### config.mk
export PLATFORM = sky130hd
export DESIGN_NAME = pid_ctrl_param
export DESIGN_NICKNAME = d
export VERILOG_FILES = /design/src/rtl/pid_pkg.sv /design/src/rtl/sat_signed.sv /design/src/rtl/pid_ctrl_param.sv
export SDC_FILE = /design/constraint.sdc
export NUM_CORES = 1
export LEC_CHECK = 0
export ABC_AREA = 1
export CORE_MARGIN = 2
export CORE_UTILIZATION = 30
export DETAILED_ROUTE_END_ITERATION = 16
export SYNTH_ARGS = -nofsm -noshare
export SYNTH_HDL_FRONTEND = slang
export SYNTH_SLANG_ARGS = --single-unit
### constraint.sdc
create_clock -name clk -period 6.9 [get_ports clk]
set_clock_uncertainty 0.2 [all_clocks]
set_input_delay 1.38 -clock clk [delete_from_list [all_inputs] [get_ports clk]]
set_output_delay 1.38 -clock clk [all_outputs]
set_load 0.005 [all_outputs]
### src/rtl/pid_pkg.sv
// Shared defaults, sum-width helper and saturation tags for the pedal-assist PID controller.
package pid_pkg;

  localparam int ERR_W_DEF       = 13;
  localparam int DRV_W_DEF       = 12;
  localparam int INT_W_DEF       = 18;
  localparam int DEC_W_DEF       = 20;
  localparam int D_DEPTH_DEF     = 3;
  localparam int KP_SHIFT_DEF    = 0;
  localparam int KI_SHIFT_DEF    = 5;
  localparam int KD_SHIFT_DEF    = 2;
  localparam int D_SAT_W_DEF     = 9;
  localparam int FAST_SIM_TICK_W = 15;

  typedef enum logic [1:0] {
    SAT_NONE = 2'd0,
    SAT_HI   = 2'd1,
    SAT_LO   = 2'd2
  } sat_sel_e;

  // Two guard bits above the widest term so P+I+D can never wrap.
  function automatic int sum_w_f(input int p_w, input int i_w, input int d_w);
    int m;
    m = p_w;
    if (i_w > m) m = i_w;
    if (d_w > m) m = d_w;
    return m + 2;
  endfunction

endpackage

### src/rtl/sat_signed.sv
// Combinational clamp of a signed value into a narrower signed or unsigned range.
module sat_signed
  import pid_pkg::*;
#(
  parameter int IN_W         = 14,
  parameter int OUT_W        = 9,
  parameter bit UNSIGNED_OUT = 1'b0
) (
  input  logic [IN_W-1:0]  in_i,
  output logic [OUT_W-1:0] out_o,
  output sat_sel_e         sat_o
);

  localparam int SH = UNSIGNED_OUT ? OUT_W : OUT_W - 1;

  logic signed [IN_W-1:0] in_s;
  logic signed [IN_W-1:0] top_s;

  assign in_s  = $signed(in_i);
  // Bits above the representable range; in range means they are all sign copies.
  assign top_s = in_s >>> SH;

  if (UNSIGNED_OUT) begin : g_uns
    always_comb begin
      out_o = in_i[OUT_W-1:0];
      sat_o = SAT_NONE;
      if (in_s < 0) begin
        out_o = '0;
        sat_o = SAT_LO;
      end else if (top_s != 0) begin
        out_o = '1;
        sat_o = SAT_HI;
      end
    end
  end else begin : g_sgn
    always_comb begin
      out_o = in_i[OUT_W-1:0];
      sat_o = SAT_NONE;
      if (top_s > 0) begin
        out_o = {1'b0, {(OUT_W-1){1'b1}}};
        sat_o = SAT_HI;
      end else if (top_s < -1) begin
        out_o = {1'b1, {(OUT_W-1){1'b0}}};
        sat_o = SAT_LO;
      end
    end
  end

endmodule

### src/rtl/pid_ctrl_param.sv
// PID controller: error capture, decimated integrator/derivative update, two-stage output.
// Define PID_ANTIWINDUP_EN to freeze the integrator while the output is saturated in the error's direction.
module pid_ctrl_param
  import pid_pkg::*;
#(
  parameter int ERR_W    = ERR_W_DEF,
  parameter int DRV_W    = DRV_W_DEF,
  parameter int INT_W    = INT_W_DEF,
  parameter int DEC_W    = DEC_W_DEF,
  parameter int FAST_SIM = 0,
  parameter int D_DEPTH  = D_DEPTH_DEF,
  parameter int KP_SHIFT = KP_SHIFT_DEF,
  parameter int KI_SHIFT = KI_SHIFT_DEF,
  parameter int KD_SHIFT = KD_SHIFT_DEF,
  parameter int D_SAT_W  = D_SAT_W_DEF
) (
  input  logic             clk,
  input  logic             rst_n,
  input  logic             not_pedaling,
  input  logic             err_vld,
  input  logic [ERR_W-1:0] error,
  output logic [DRV_W-1:0] drv_mag,
  output logic             drv_vld
);

  localparam int P_W    = ERR_W + KP_SHIFT;
  localparam int D_W    = D_SAT_W + KD_SHIFT;
  localparam int SUM_W  = sum_w_f(P_W, INT_W, D_W);
  localparam int TICK_W = (FAST_SIM != 0 && DEC_W > FAST_SIM_TICK_W) ? FAST_SIM_TICK_W : DEC_W;
  localparam logic [INT_W-1:0] INT_MAX = {1'b0, {(INT_W-1){1'b1}}};

  logic [ERR_W-1:0]              err_q;
  logic [DEC_W-1:0]              dec_q;
  logic [INT_W-1:0]              integ_q, integ_d;
  logic [D_DEPTH-1:0][ERR_W-1:0] hist_q;
  logic [SUM_W-1:0]              p_q, i_q, d_q;
  logic [DRV_W-1:0]              drv_mag_q, drv_mag_d;
  logic                          tick_q1, tick_q2, drv_vld_q;

  logic             tick;
  logic [INT_W:0]   int_sum;
  logic [ERR_W:0]   d_diff;
  logic [D_SAT_W-1:0] d_clamped;
  logic [INT_W-1:0] i_shift;
  logic [SUM_W-1:0] p_d, i_d, d_d, s_d;
  logic             aw_hold;
  sat_sel_e         out_sat, d_sat_unused;

  assign tick    = &dec_q[TICK_W-1:0];
  assign int_sum = {integ_q[INT_W-1], integ_q} + {{(INT_W+1-ERR_W){err_q[ERR_W-1]}}, err_q};
  assign d_diff  = {err_q[ERR_W-1], err_q} - {hist_q[D_DEPTH-1][ERR_W-1], hist_q[D_DEPTH-1]};

  sat_signed #(.IN_W(ERR_W + 1), .OUT_W(D_SAT_W), .UNSIGNED_OUT(1'b0)) u_d_sat (
    .in_i (d_diff),
    .out_o(d_clamped),
    .sat_o(d_sat_unused)
  );

  assign p_d     = {{(SUM_W-ERR_W){err_q[ERR_W-1]}}, err_q} << KP_SHIFT;
  assign i_shift = $signed(integ_q) >>> KI_SHIFT;
  assign i_d     = {{(SUM_W-INT_W){i_shift[INT_W-1]}}, i_shift};
  assign d_d     = {{(SUM_W-D_SAT_W){d_clamped[D_SAT_W-1]}}, d_clamped} << KD_SHIFT;
  assign s_d     = p_q + i_q + d_q;

  sat_signed #(.IN_W(SUM_W), .OUT_W(DRV_W), .UNSIGNED_OUT(1'b1)) u_out_sat (
    .in_i (s_d),
    .out_o(drv_mag_d),
    .sat_o(out_sat)
  );

`ifdef PID_ANTIWINDUP_EN
  assign aw_hold = ((out_sat == SAT_HI) && !err_q[ERR_W-1] && (err_q != '0)) ||
                   ((out_sat == SAT_LO) && err_q[ERR_W-1]);
`else
  logic out_sat_unused;
  assign out_sat_unused = (out_sat != SAT_NONE);
  assign aw_hold        = 1'b0;
`endif

  // Integrator is kept non-negative: negative sums floor at zero.
  always_comb begin
    integ_d = integ_q;
    if (not_pedaling) begin
      integ_d = '0;
    end else if (tick && !aw_hold) begin
      if (int_sum[INT_W])        integ_d = '0;
      else if (int_sum[INT_W-1]) integ_d = INT_MAX;
      else                       integ_d = int_sum[INT_W-1:0];
    end
  end

  always_ff @(posedge clk or negedge rst_n) begin
    if (!rst_n) begin
      err_q     <= '0;
      dec_q     <= '0;
      integ_q   <= '0;
      hist_q    <= '0;
      p_q       <= '0;
      i_q       <= '0;
      d_q       <= '0;
      drv_mag_q <= '0;
      tick_q1   <= 1'b0;
      tick_q2   <= 1'b0;
      drv_vld_q <= 1'b0;
    end else begin
      if (err_vld) err_q <= error;
      dec_q   <= dec_q + DEC_W'(1);
      integ_q <= integ_d;
      if (tick) begin
        hist_q[0] <= err_q;
        for (int k = 1; k < D_DEPTH; k++) hist_q[k] <= hist_q[k-1];
      end
      p_q       <= p_d;
      i_q       <= i_d;
      d_q       <= d_d;
      drv_mag_q <= drv_mag_d;
      tick_q1   <= tick;
      tick_q2   <= tick_q1;
      drv_vld_q <= tick_q2;
    end
  end

  assign drv_mag = drv_mag_q;
  assign drv_vld = drv_vld_q;

endmodule

==> metrics, run 1 <==
worst path required time=6960 ps; largest family of logic cells by synthesized area=simple AND/OR/NAND/NOR gates; IO Pins=30; routability cong.=0.860; # diodes=0; Crit path top cell by count=nand2_1; Clock Tree Buf Depth=2; H-tree depth=4; Detailed Route WL=16.3 mm; die width=164 um; first-pass GRT wire length=roughly 28 mm; PostCTS Resize Cnt=0; cell area power density=260 nW/um2; post-synthesis simple-gate area fraction=23.0%; post-synth cell types=35; Syn Inst Count=between 900 and 1000; final setup violating endpoints=0; DRT Pass-1 Iters=5; Die ar.=26800 um2; routed vias=5728; Via density=between 4 and 5; design area=around 9000 um2; CTS tree=built; Top FF cell, synth=dfrtp_1; Post-CTS Setup Bufs=0; Max Used Layer=met4; Synth Area in Compound Gates=8.42%; CTS Buf Count=17; DRC Markers=0; Layout Nets=1036; mux cell area share after synthesis=0%; floorplan row count=58; Post-synth EDFFs=0; remaining antenna violation count=0; Seq/Total Area, Yosys=45.1%; wl on met1=8.70 mm; endpoint type of the worst setup path=register; Hold WC Path Type=reg -> reg; area grow syn2layout=16.6%; final setup TNS=0 ps; LEAKAGE=4.53 nW; Worst VDD drop=167 uV; largest net degree at the start of global routing=79; CORE AREA=25100 um2; max-cap viol count=0; Slew HR=24.4%; Synth Area in Adders=11.2%; xor/xnor cell area share of the yosys netlist=4.80%; Final period util=44.4%; fmax=326 MHz; worst slew pin tran=between 1000 and 1500 ps; wire per inst=12.5 um; WS Path Type=reg -> reg; Starting Density=30.5%; Met2 Wirelength=between 6 and 7 mm; hpwl dp=11.9 mm; CTS root buf=clkbuf_16; CP max FO=12; Tot GR Track Use=between 10% and 20%; Yosys reg bits=~140; initial antenna violation count=0; Worst-Skew Late Latency=~420 ps; CP Cell Sequence=inv_1 -> fa_1 -> inv_1 -> fa_1 -> nand3_1 -> nand2_1 -> nand2_1 -> nand2_1 -> nand2_1 -> nand2_1 -> nand2_1 -> nand2_1 -> nor2_1 -> a21oi_1; port bufs=29; Startpoint Class=register; Post-Place Cell Area=between 8000 and 9000 um2; Min Clock Period, post-route=3060 ps; cell area after synthesis=7660 um2; CP peak stage delay=520 ps; met3 WL=606 um; cts hold-fix bufs=0; Slew Limit Fails=0; final count of hold timing violations=0; Initial DRC Count=385; slowest CP cell=fa_1; post-synthesis async set-or-reset flop share=100%; Syn Nets=1002; Worst EP arrival=approximately 3100 ps; clock slew seen by the registers of the worst setup and hold paths=60 ps; Avg Cell Area, Syn=8.29 um2; gr ovfl total=0; outcome=finished, final reports clean; vias in the first global route=5483; share of cells above drive strength 1=4.74%; clk sink count=138; Yosys warnings=0; unrepaired setup endpoints after global routing=false; Die Span Y=164 um
==> worst max-delay path: cells and delay by family (launching register included) <==
kind / cells / cell delay (ps)
and+or+nand+nor: 9 / 1130
adders and majority gates: 2 / 970
buffers and inverters: 2 / 110
DFF: 1 / 330
AOI/OAI and AO/OA: 1 / 160
==> cell usage after synthesis (2+ instances only) <==
| master | instances | area [um2] |
|---|---|---|
| o21ai_0 | 62 | 310 |
| a21o_1 | 4 | 30.0 |
| nand2_1 | 275 | 1030 |
| clkbuf_1 | 11 | 41.3 |
| and2_1 | 2 | 12.5 |
| nand4_1 | 9 | 56.3 |
| fa_1 | 13 | 260 |
| xor2_1 | 31 | 272 |
| o21bai_1 | 5 | 37.5 |
| nor4_1 | 2 | 12.5 |
| nand3b_1 | 6 | 45.0 |
| nor2_1 | 40 | 150 |
| ha_1 | 48 | 601 |
| nor3_1 | 10 | 50.1 |
| dfrtp_1 | 138 | 3450 |
| nor2_4 | 2 | 22.5 |
| inv_1 | 131 | 492 |
| buf_2 | 3 | 15.0 |
| nand3_1 | 56 | 280 |
| xnor2_1 | 11 | 96.3 |
| a21oi_1 | 49 | 245 |
| inv_2 | 3 | 11.3 |
==> path summary, 6_finish.rpt <==
path                               from     endpoint  slack, ps  cells after the start
worst max-delay path             p_q[2]  drv_mag[10]       3840                     14
worst min-delay path            tick_q2      drv_vld        150                      0
worst max register to register   p_q[2]  drv_mag[10]       3840                     14
worst min register to register  tick_q2      drv_vld        150                      0
max in group asynchronous         rst_n    hist_q[0]       4470                      2
min in group asynchronous         rst_n    hist_q[5]        790                      1
==> stage by stage <==
step	total power (W)	util, %	worst slack (ps)	hold slack, ps	cells
2_1_floorplan	0.00120	-	4240	131	924
3_3_place_gp	0.00137	33.1	3740	137	1269
3_5_place_dp	0.00137	33.1	3720	139	1269
4_1_cts	0.00235	35.6	3810	153	1301
5_1_grt	0.00246	35.6	3490	160	1301
6_report	0.00232	35.6	3840	150	1301
==> state kept, by name (all words and copies together) (netlist names) <==
signal / count
dec_q: 20
hist_q: 39
tick_q1: 1
drv_mag: 12
err_q: 13
d_q: 9
integ_q: 17
p_q: 13
drv_vld: 1
i_q: 12
tick_q2: 1
==> final cells by class <==
cell class | count | area (um2)
clock buffer | 18 | 429
clock inverter | 14 | 195
fill | 2591 | 16200
inverter | 134 | 503
multi-input combinational | 637 | 3640
sequential | 138 | 3450
tap | 330 | 413
timing repair buffer | 30 | 299
==> cell usage in the layout (no fill, tap or decap), drive strengths merged, types with 13 or more instances in the layout <==
| master | instances |
|---|---|
| o21ai | 62 |
| nand2 | 277 |
| clkbuf | 18 |
| ha | 48 |
| inv | 137 |
| nor2 | 44 |
| nand3 | 57 |
| xor2 | 31 |
| a21oi | 49 |
| fa | 13 |
| clkdlybuf4s50 | 28 |
| dfrtp | 138 |
==> power by group <==
| part | internal (W) | switching (W) |
|---|---|---|
| sequential | 0.000862 | 0.0000344 |
| clock | 0.000608 | 0.000360 |
| combinational | 0.000197 | 0.000262 |
==> cells by family (layout without fill, tap and decap cells) <==
kind of cell             Yosys count  after routing
XOR/XNOR                          42             42
flip-flops                       138            138
AND/OR/NAND/NOR                  411            411
buffers and inverters            149            196
AO/OA/AOI/OAI                    123            123
adder cells (fa/ha/maj)           61             61
==> layer usage <==
metal / up-vias / track usage (%)
met3: 19 / 2.12
met2: 98 / 19.0
met4: 0 / 4.78
met1: 2597 / 19.5
li1: 3014 / -
met5: - / 0
No activity file was read; power rests on OpenSTA's default activity.
==> run 2: changes to the inputs <==
- clock period: 6.9 -> 3.05 ns (I/O delays scaled with it)
==> metrics, run 2 (same netlist as run 1, synthesis figures left out) <==
outcome=finished, final reports clean; Register Area=3450 um2 (unchanged); clock slew seen by the registers of the worst setup and hold paths=60 ps (about the same); most frequent cells in the layout=275 x nand2_1, 138 x dfrtp_1, 131 x inv_1; CTS Buf Count=17 (unchanged); Worst EP arrival=2810 ps (-320 ps); share of cells above drive strength 1=5.42% (+0.68 points); cell area power density=569 nW/um2 (+120%); Post-CTS Setup Bufs=0 (unchanged); Hold WC Path Type=reg -> reg; CP max FO=12 (unchanged); Slew HR=20.4% (-4.0 points); vias in the first global route=5457 (-0.47%); Worst VDD drop=283 uV (+70%); area grow syn2layout=17.0%; fmax=367 MHz (+12%); internal power=0.00357 W (+110%); Via density=4.41 (+0.12%); DRT Pass-1 Iters=5 (unchanged); routability cong.=0.902 (+4.9%); WS Path Type=reg -> reg; Worst-Skew Late Latency=420 ps (about the same); max-cap viol count=0 (unchanged); worst slew pin tran=1190 ps (+59.9 ps); CTS tree=built; wire per inst=12.5 um (-0.41%); CP peak stage delay=530 ps (about the same); slowest CP cell=fa_1; endpoint type of the worst setup path=register; final setup violating endpoints=0 (unchanged); FILL cells=2630 (+1.5%); remaining antenna violation count=0 (unchanged); largest net degree at the start of global routing=65 (-18%); worst path required time=3140 ps (-3820 ps); Clock Power Share=39.5% (-2.1 points); # diodes=0 (unchanged); Starting Density=30.5% (unchanged); Clock Tree Buf Depth=2 (unchanged); floorplan row count=58 (unchanged); initial antenna violation count=0 (unchanged); Biggest register=hist_q; crit path buf inv count=3 (+1); port bufs=29 (unchanged); Startpoint Class=register; sequential share of power=39.6% (+1.0 points); gr ovfl total=0 (unchanged); switching power=0.00154 W (+140%); CORE AREA=25100 um2 (unchanged); clk sink count=138 (unchanged); Place WS=311 ps (-3410 ps); CP Cell Sequence=inv_1 -> fa_1 -> inv_1 -> fa_1 -> nand3_1 -> nand2_1 -> nand2_1 -> nand2_1 -> nand2_1 -> nand2_1 -> nand2_1 -> nand2_1 -> nor2_1 -> buf_4 -> a21oi_1; Final period util=89.3% (+45 points); first-pass GRT wire length=28.0 mm (+0.87%); max reg flops=39 (unchanged); LEAKAGE=4.54 nW (+0.39%); Detailed Route WL=16.3 mm (+0.12%); final count of hold timing violations=0 (unchanged); Crit path top cell by count=nand2_1; CTS root buf=clkbuf_16; routed vias=5766 (+0.66%); Min Clock Period, post-route=2720 ps (-340 ps); hpwl dp=12.3 mm (+3.1%); Tot GR Track Use=13.2% (+0.15 points); Die Span Y=164 um (unchanged); H-tree depth=4 (unchanged); Setup WS post-layout=326 ps (-3510 ps); die width=164 um (unchanged); IO Pins=30 (unchanged); Multi-input gate area=3640 um2 (unchanged); DRC Markers=0 (unchanged); Comb pwr share=20.9% (+1.1 points); Slew Limit Fails=0 (unchanged); Initial DRC Count=368 (-4.4%); final setup TNS=0 ps (unchanged); Net Sw Frac=30.2% (+1.9 points); Inst Count DP=1275 (+0.47%); Non-Filler Instances=1308 (+0.54%); Layout Nets=1043 (+0.68%); unrepaired setup endpoints after global routing=false; CP top delay family=adder cells; Die ar.=26800 um2 (unchanged); most common cell after layout, fill and taps aside=nand2_1; biggest regs=hist_q (39), dec_q (20), integ_q (17)
## run 2: cell types whose count changed in the layout (fill, tap and decap cells not counted), sizes merged
cell         before  now
clkbuf           18   17
clkinv            6    3
inv             137  143
dlygate4sd3       0    1
buf               2    8
bufinv            4    1
clkinvlp          1    2
## run 2: path summary, 6_finish.rpt
check	startpoint	end	slack, ps	depth (start not counted)
worst max-delay path	p_q[2]	drv_mag[7]	330	15
worst min-delay path	tick_q2	drv_vld	150	0
worst max register to register	p_q[2]	drv_mag[7]	330	15
worst min register to register	tick_q2	drv_vld	150	0
max in group asynchronous	rst_n	dec_q[19]	1480	3
min in group asynchronous	rst_n	err_q[5]	540	2
## run 2: area by class of cell
class / count / area share [%]
tap: 330 / 4.60
sequential: 138 / 38.5
inverter: 134 / 5.61
clock buffer: 17 / 4.74
multi-input combinational: 637 / 40.6
timing repair buffer: 37 / 4.23
clock inverter: 15 / 1.73
## run 2: what timing repair did
item | 4_1_cts | 5_1_grt
hold buffers | 1 | 0
setup endpoints to repair | 0 | 0
endpoints found under the hold margin | 27 | 0
gates resized for setup | 0 | 0
## run 2: stage by stage
stage	util (%)	instance area, um2	hold slack (ps)	power (W)
floorplan	-	7660	114	0.00272
global placement	33.4	8380	133	0.00312
detailed placement	33.4	8380	136	0.00313
CTS	35.7	8970	151	0.00517
global route	35.7	8970	162	0.00543
finish	35.7	8970	148	0.00511
## run 2: worst reg2reg max path: stages, from the launching register on
cell,delay [ps]
dfrtp_1,320
inv_1,50
fa_1,530
inv_1,70
fa_1,460
nand3_1,100
nand2_1,100
nand2_1,80
nand2_1,100
nand2_1,90
nand2_1,50
nand2_1,60
nand2_1,40
nor2_1,90
buf_4,170
a21oi_1,80
## run 2: per-layer routing
layer  wire [um]  global-route usage, %
met3         642                   2.80
met2        6610                   19.1
met5           0                      0
met1        8690                   19.6
met4         338                   4.51
## run 2: power by group through the flow
stage	logic [W]	registers [W]	clock network, W
floorplan	0.000682	0.00204	0
global placement	0.00106	0.00206	0
global route	0.00122	0.00204	0.00216
finish	0.00107	0.00203	0.00202
detailed placement	0.00107	0.00206	0
CTS	0.00107	0.00203	0.00207
